$ cat src/rtl/pwm_pkg.sv
// Shared types and defaults for the multi-channel PWM bank.
package pwm_pkg;
    typedef enum logic {PWM_EDGE = 1'b0, PWM_CENTER = 1'b1} pwm_mode_e;
    localparam int PWM_CNT_W = 16;
endpackage

$ cat src/rtl/pwm_compare_ch.sv
// One PWM channel: double-buffered duty/polarity plus compare and output register.
module pwm_compare_ch
    import pwm_pkg::*;
#(
    parameter int CNT_W = PWM_CNT_W
) (
    input  logic             clk,
    input  logic             rst,
    input  logic             en,
    input  logic             load,
    input  logic             apply,
    input  logic [CNT_W-1:0] cnt,
    input  logic [CNT_W-1:0] duty_in,
    input  logic             pol_in,
    output logic             pwm
);
    logic [CNT_W-1:0] duty_sh, duty_act;
    logic             pol_sh, pol_act;

    always_ff @(posedge clk) begin
        if (rst) begin
            duty_sh  <= '0;
            duty_act <= '0;
            pol_sh   <= 1'b0;
            pol_act  <= 1'b0;
            pwm      <= 1'b0;
        end else begin
            if (load) begin
                duty_sh <= duty_in;
                pol_sh  <= pol_in;
            end
            // apply always takes the pre-load shadow
            if (apply) begin
                duty_act <= duty_sh;
                pol_act  <= pol_sh;
            end
            pwm <= en ? ((cnt < duty_act) ^ pol_act) : pol_act;
        end
    end
endmodule

$ cat src/rtl/pwm_multichannel.sv
// PWM bank: shared edge/center counter, boundary detect and shadowed period/mode.
module pwm_multichannel
    import pwm_pkg::*;
#(
    parameter int CHANNELS = 4,
    parameter int CNT_W    = PWM_CNT_W
) (
    input  logic                      clk,
    input  logic                      rst,
    input  logic                      en,
    input  logic                      load,
    input  logic [CNT_W-1:0]          period_in,
    input  logic [CHANNELS*CNT_W-1:0] duty_in,
    input  logic                      mode_in,
    input  logic [CHANNELS-1:0]       pol_in,
    output logic [CHANNELS-1:0]       pwm,
    output logic                      period_end,
    output logic                      pending
);
    localparam logic [CNT_W-1:0] ONE = CNT_W'(1);

    logic [CNT_W-1:0] cnt, cnt_nxt;
    logic             dir_down, dir_nxt;
    logic [CNT_W-1:0] period_sh, period_act;
    pwm_mode_e        mode_sh, mode_act;
    logic             boundary, apply;

    always_comb begin
        cnt_nxt = '0;
        dir_nxt = 1'b0;
        if (period_act == '0) begin
            cnt_nxt = '0;
        end else if (mode_act == PWM_EDGE) begin
            cnt_nxt = (cnt >= period_act) ? '0 : cnt + ONE;
        end else if (dir_down || cnt >= period_act) begin
            // keep counting down until the step that lands on 0
            cnt_nxt = cnt - ONE;
            dir_nxt = (cnt != ONE);
        end else begin
            cnt_nxt = cnt + ONE;
        end
    end

    assign boundary = en && (cnt_nxt == '0);
    assign apply    = pending && (!en || boundary);

    always_ff @(posedge clk) begin
        if (rst) begin
            cnt        <= '0;
            dir_down   <= 1'b0;
            period_sh  <= '0;
            period_act <= '0;
            mode_sh    <= PWM_EDGE;
            mode_act   <= PWM_EDGE;
            pending    <= 1'b0;
            period_end <= 1'b0;
        end else begin
            cnt        <= en ? cnt_nxt : '0;
            dir_down   <= en ? dir_nxt : 1'b0;
            period_end <= boundary;
            if (load) begin
                period_sh <= period_in;
                mode_sh   <= pwm_mode_e'(mode_in);
            end
            if (apply) begin
                period_act <= period_sh;
                mode_act   <= mode_sh;
            end
            pending <= load || (pending && !apply);
        end
    end

    for (genvar i = 0; i < CHANNELS; i++) begin : g_ch
        pwm_compare_ch #(.CNT_W(CNT_W)) u_ch (
            .clk     (clk),
            .rst     (rst),
            .en      (en),
            .load    (load),
            .apply   (apply),
            .cnt     (cnt),
            .duty_in (duty_in[i*CNT_W +: CNT_W]),
            .pol_in  (pol_in[i]),
            .pwm     (pwm[i])
        );
    end
endmodule

$ cat config.mk
export PLATFORM = sky130hd
export DESIGN_NAME = pwm_multichannel
export DESIGN_NICKNAME = d
export VERILOG_FILES = /design/src/rtl/pwm_pkg.sv /design/src/rtl/pwm_compare_ch.sv /design/src/rtl/pwm_multichannel.sv
export SDC_FILE = /design/constraint.sdc
export NUM_CORES = 1
export LEC_CHECK = 0
export ABC_AREA = 1
export BUFFER_PORTS_ARGS = -buffer_cell sky130_fd_sc_hd__buf_4
export CAP_MARGIN = 0
export CORE_ASPECT_RATIO = 1.25
export CORE_UTILIZATION = 45
export DETAILED_ROUTE_END_ITERATION = 10
export GPL_TIMING_DRIVEN = 1
export SYNTH_ARGS = -nofsm -noshare
export SYNTH_HDL_FRONTEND = slang
export SYNTH_SLANG_ARGS = --single-unit
$ cat constraint.sdc
create_clock -name clk -period 4.4 [get_ports clk]
set_clock_uncertainty 0.2 [all_clocks]
set_input_delay 0.44 -clock clk [delete_from_list [all_inputs] [get_ports clk]]
set_output_delay 0.44 -clock clk [all_outputs]
set_load 0.005 [all_outputs]
==> metrics.md <==
| Metric | Value |
|---|---|
| Yosys top cell by area | `dfxtp_1` |
| Clock H-tree levels | `4` |
| Diodes inserted | `0` |
| WP data required | `4.52 ns` |
| Total GRT Usage | `0.215` |
| Initial DRC Count | `436` |
| Critical Path Fanout Max | `72` |
| Top post-synthesis cells by count | `dfxtp_1 (193), inv_1 (189), nand2_1 (178)` |
| Ys flop type | `dfxtp_1` |
| Initial antenna violation count | `0` |
| Most numerous cell in the Yosys netlist | `dfxtp_1` |
| Final Slew Violations | `0` |
| Routed len/inst | `13.9 um` |
| Worst R2R End | `g_ch[0].u_ch.duty_act[8]` |
| Hold-fix buffers, CTS | `0` |
| ANT nets after route | `0` |
| Core footprint | `22100 um2` |
| CTS resizes | `0` |
| CP Cell Sequence | `ha_1 > nand2_1 > nor2_1 > nor2_1 > nand2_1 > nand2_1 > nand2_1 > nand2_1 > nand3_2 > nand2_2 > nand2_1 > nand3_1 > nand2_1 > nor2_1 > nand2_1 > o21ai_4 > buf_12 > nand3_1 > nand2_1 > nor2_1` |
| Top cells by area, synth | `dfxtp_1 (38%), ha_1 (9.8%), a21oi_1 (8.4%), inv_1 (7.0%), nand2_1 (6.6%)` |
| Final nets | `1602` |
| Hold Path End | `pending` |
| DRT Pass-1 Iters | `5` |
| LEAKAGE | `5.13 nW` |
| Clock-pin slew on the worst setup and hold paths | `0.07 ns` |
| First-pass GRT wire length | `39000 um` |
| Crit path kind | `reg2reg` |
| Grt ovf | `0` |
| Reg2reg path depth | `20` |
| Die span in y | `170 um` |
| Minimum hold slack | `0.0233 ns` |
| Row cnt | `61` |
| DP Area | `11000 um2` |
| I/O Buffers | `94` |
| TritonCTS buffer count | `17` |
| Post-CTS setup repair buffer count | `0` |
| Mapped Cells | `1381` |
| Later-pin clock latency in the skew report | `0.44 ns` |
| Post-route cell area | `11600 um2` |
| HP Class | `in2reg` |
| Mapped cell area | `10100 um2` |
| Synth Register Bits | `193` |
| Via density | `5.04` |
| Initial Util | `0.458` |
| Share of cells above drive strength 1 | `0.140` |
| Ys Warns | `0` |
| Post-synth EDFFs | `0` |
| Largest net degree at the start of global routing | `102` |
| Outcome | `completed` |
| Root buffer cell | `clkbuf_16` |
| RSZ-0062 raised after global routing | `false` |
| Setup tns final | `0 ns` |
| Syn_nets | `1549` |
| Ports | `95` |
| Share of the synthesized area in the top cell type | `0.381` |
| Clk sinks | `193` |
| Die area | `23100 um2` |
| Final min period | `3.53 ns` |
| Final hold violation count | `0` |
| Clock buffer depth | `2` |
| Drt drc | `0` |
| Routed Wire Length | `24000 um` |
| Worst slew margin | `0.481` |
| Synth unique cells | `36` |
| Setup violators final | `0` |
| Most used cell, CP | `nand2_1` |
| Detail Placement HPWL | `16800 um` |
| Crit path DAT | `3.66 ns` |
| CP Launch Type | `flip-flop` |
| CTS tree | `built` |
| Peak supply drop | `922 uV` |
| Fillers | `2286` |
| FF-to-FF Start | `cnt[1]` |
| Placer Congestion | `0.838` |
| Total of max-cap violations | `0` |
| CP Capture Type | `flip-flop` |
| Delay of the slowest critical-path stage | `0.59 ns` |
| Pwr Density | `660 nW/um2` |
| Post-synthesis area per instance | `7.34 um2` |
| Fmax achieved | `283 MHz` |
| Post-synthesis async set-or-reset flop share | `0` |
| Die Wd | `136 um` |
| CP max-delay cell | `dfxtp_1` |
| Vias | `8715` |
| Fin crit share | `0.803` |
| Vias in the first global route | `7895` |
| Worst hold path cell count | `2` |
| Sequential area share after synthesis | `0.381` |
| Layout area overhead | `14.0%` |
| Hold path start | `rst` |
| R2r setup slk | `0.87 ns` |
| Worst-Margin Slew | `0.779 ns` |
==> state kept, by name (all words and copies together) (netlist names), 4 cells and up <==
name / count
period_act: 16
cnt: 16
g_ch.u_ch.pol_sh: 4
g_ch.u_ch.pwm: 4
g_ch.u_ch.duty_sh: 64
g_ch.u_ch.pol_act: 4
period_sh: 16
g_ch.u_ch.duty_act: 64
==> through the flow <==
step | power [mW] | utilization | instances | setup slack (ns)
floorplan | 5.54 | - | 1381 | 1.32
global placement | 6.17 | 0.498 | 1698 | 0.954
detailed placement | 6.23 | 0.498 | 1698 | 0.880
CTS | 7.70 | 0.522 | 1729 | 0.838
global route | 8.30 | 0.522 | 1729 | 0.498
finish | 7.63 | 0.522 | 1729 | 0.866
==> cell families (layout without fill, tap and decap cells) <==
group,after synthesis,in the layout,synth area share
buffers and inverters,276,341,0.115
xor gates and xnor gates,21,21,0.0182
adders and majority gates,79,79,0.0975
DFF,193,193,0.381
and+or+nand+nor,481,481,0.204
AOI/OAI and AO/OA,331,331,0.184
==> layer usage <==
layer / wire length, um / share of wire / GRT usage / vias to the layer above
li1: - / - / - / 4622
met4: 635 / 0.026 / 0.0923 / 0
met2: 11600 / 0.49 / 0.361 / 143
met1: 11000 / 0.46 / 0.271 / 3917
met5: 0 / 0 / 0 / -
met3: 694 / 0.029 / 0.0323 / 33
==> worst max path at each step <==
stage / to / slack [ns] / from
global route: g_ch[0].u_ch.duty_act[8] / 0.50 / cnt[1]
detailed placement: g_ch[0].u_ch.duty_act[8] / 0.88 / cnt[1]
floorplan: g_ch[1].u_ch.duty_act[0] / 1.32 / cnt[0]
finish: g_ch[0].u_ch.duty_act[8] / 0.87 / cnt[1]
global placement: g_ch[0].u_ch.duty_act[4] / 0.95 / cnt[1]
CTS: g_ch[0].u_ch.duty_act[8] / 0.84 / cnt[1]
==> worst max-delay path: cells and delay by family (launching register included) <==
kind	cells	cell delay, ns
AO/OA/AOI/OAI	1	0.27
adder cells (fa/ha/maj)	1	0.33
buffers and inverters	1	0.35
flip-flops	1	0.59
AND/OR/NAND/NOR	17	1.66
==> where the power goes <==
| group | leakage, nW | internal (mW) | switching, mW |
|---|---|---|---|
| Sequential | 1.59 | 2.14 | 0.262 |
| Clock | 0.251 | 0.747 | 0.709 |
| Combinational | 3.28 | 1.41 | 2.35 |
| Total | 5.13 | 4.30 | 3.32 |
==> cell type report <==
| cell class | instances | area, um2 | area share |
|---|---|---|---|
| Multi-Input combinational cell | 912 | 5100 | 0.442 |
| Sequential cell | 193 | 3870 | 0.335 |
| Timing Repair Buffer | 118 | 961 | 0.0832 |
| Inverter | 192 | 726 | 0.0628 |
| Clock buffer | 19 | 443 | 0.0383 |
| Tap cell | 283 | 354 | 0.0306 |
| Clock inverter | 12 | 97.6 | 0.00845 |
==> cells in the final DEF (no fill, tap or decap), drive strengths merged, types with 4 or more instances in the layout <==
cell type / Yosys / final
nor2: 143 / 143
o21ai: 105 / 105
buf: 48 / 118
a211oi: 4 / 4
nor3: 5 / 5
ha: 79 / 79
nand4: 19 / 19
clkinvlp: 0 / 5
o21a: 4 / 4
nand2: 181 / 181
clkbuf: 36 / 19
inv: 189 / 196
nand3: 127 / 127
dfxtp: 193 / 193
a21oi: 211 / 211
xor2: 19 / 19
Power figures use the tool's default switching activity.
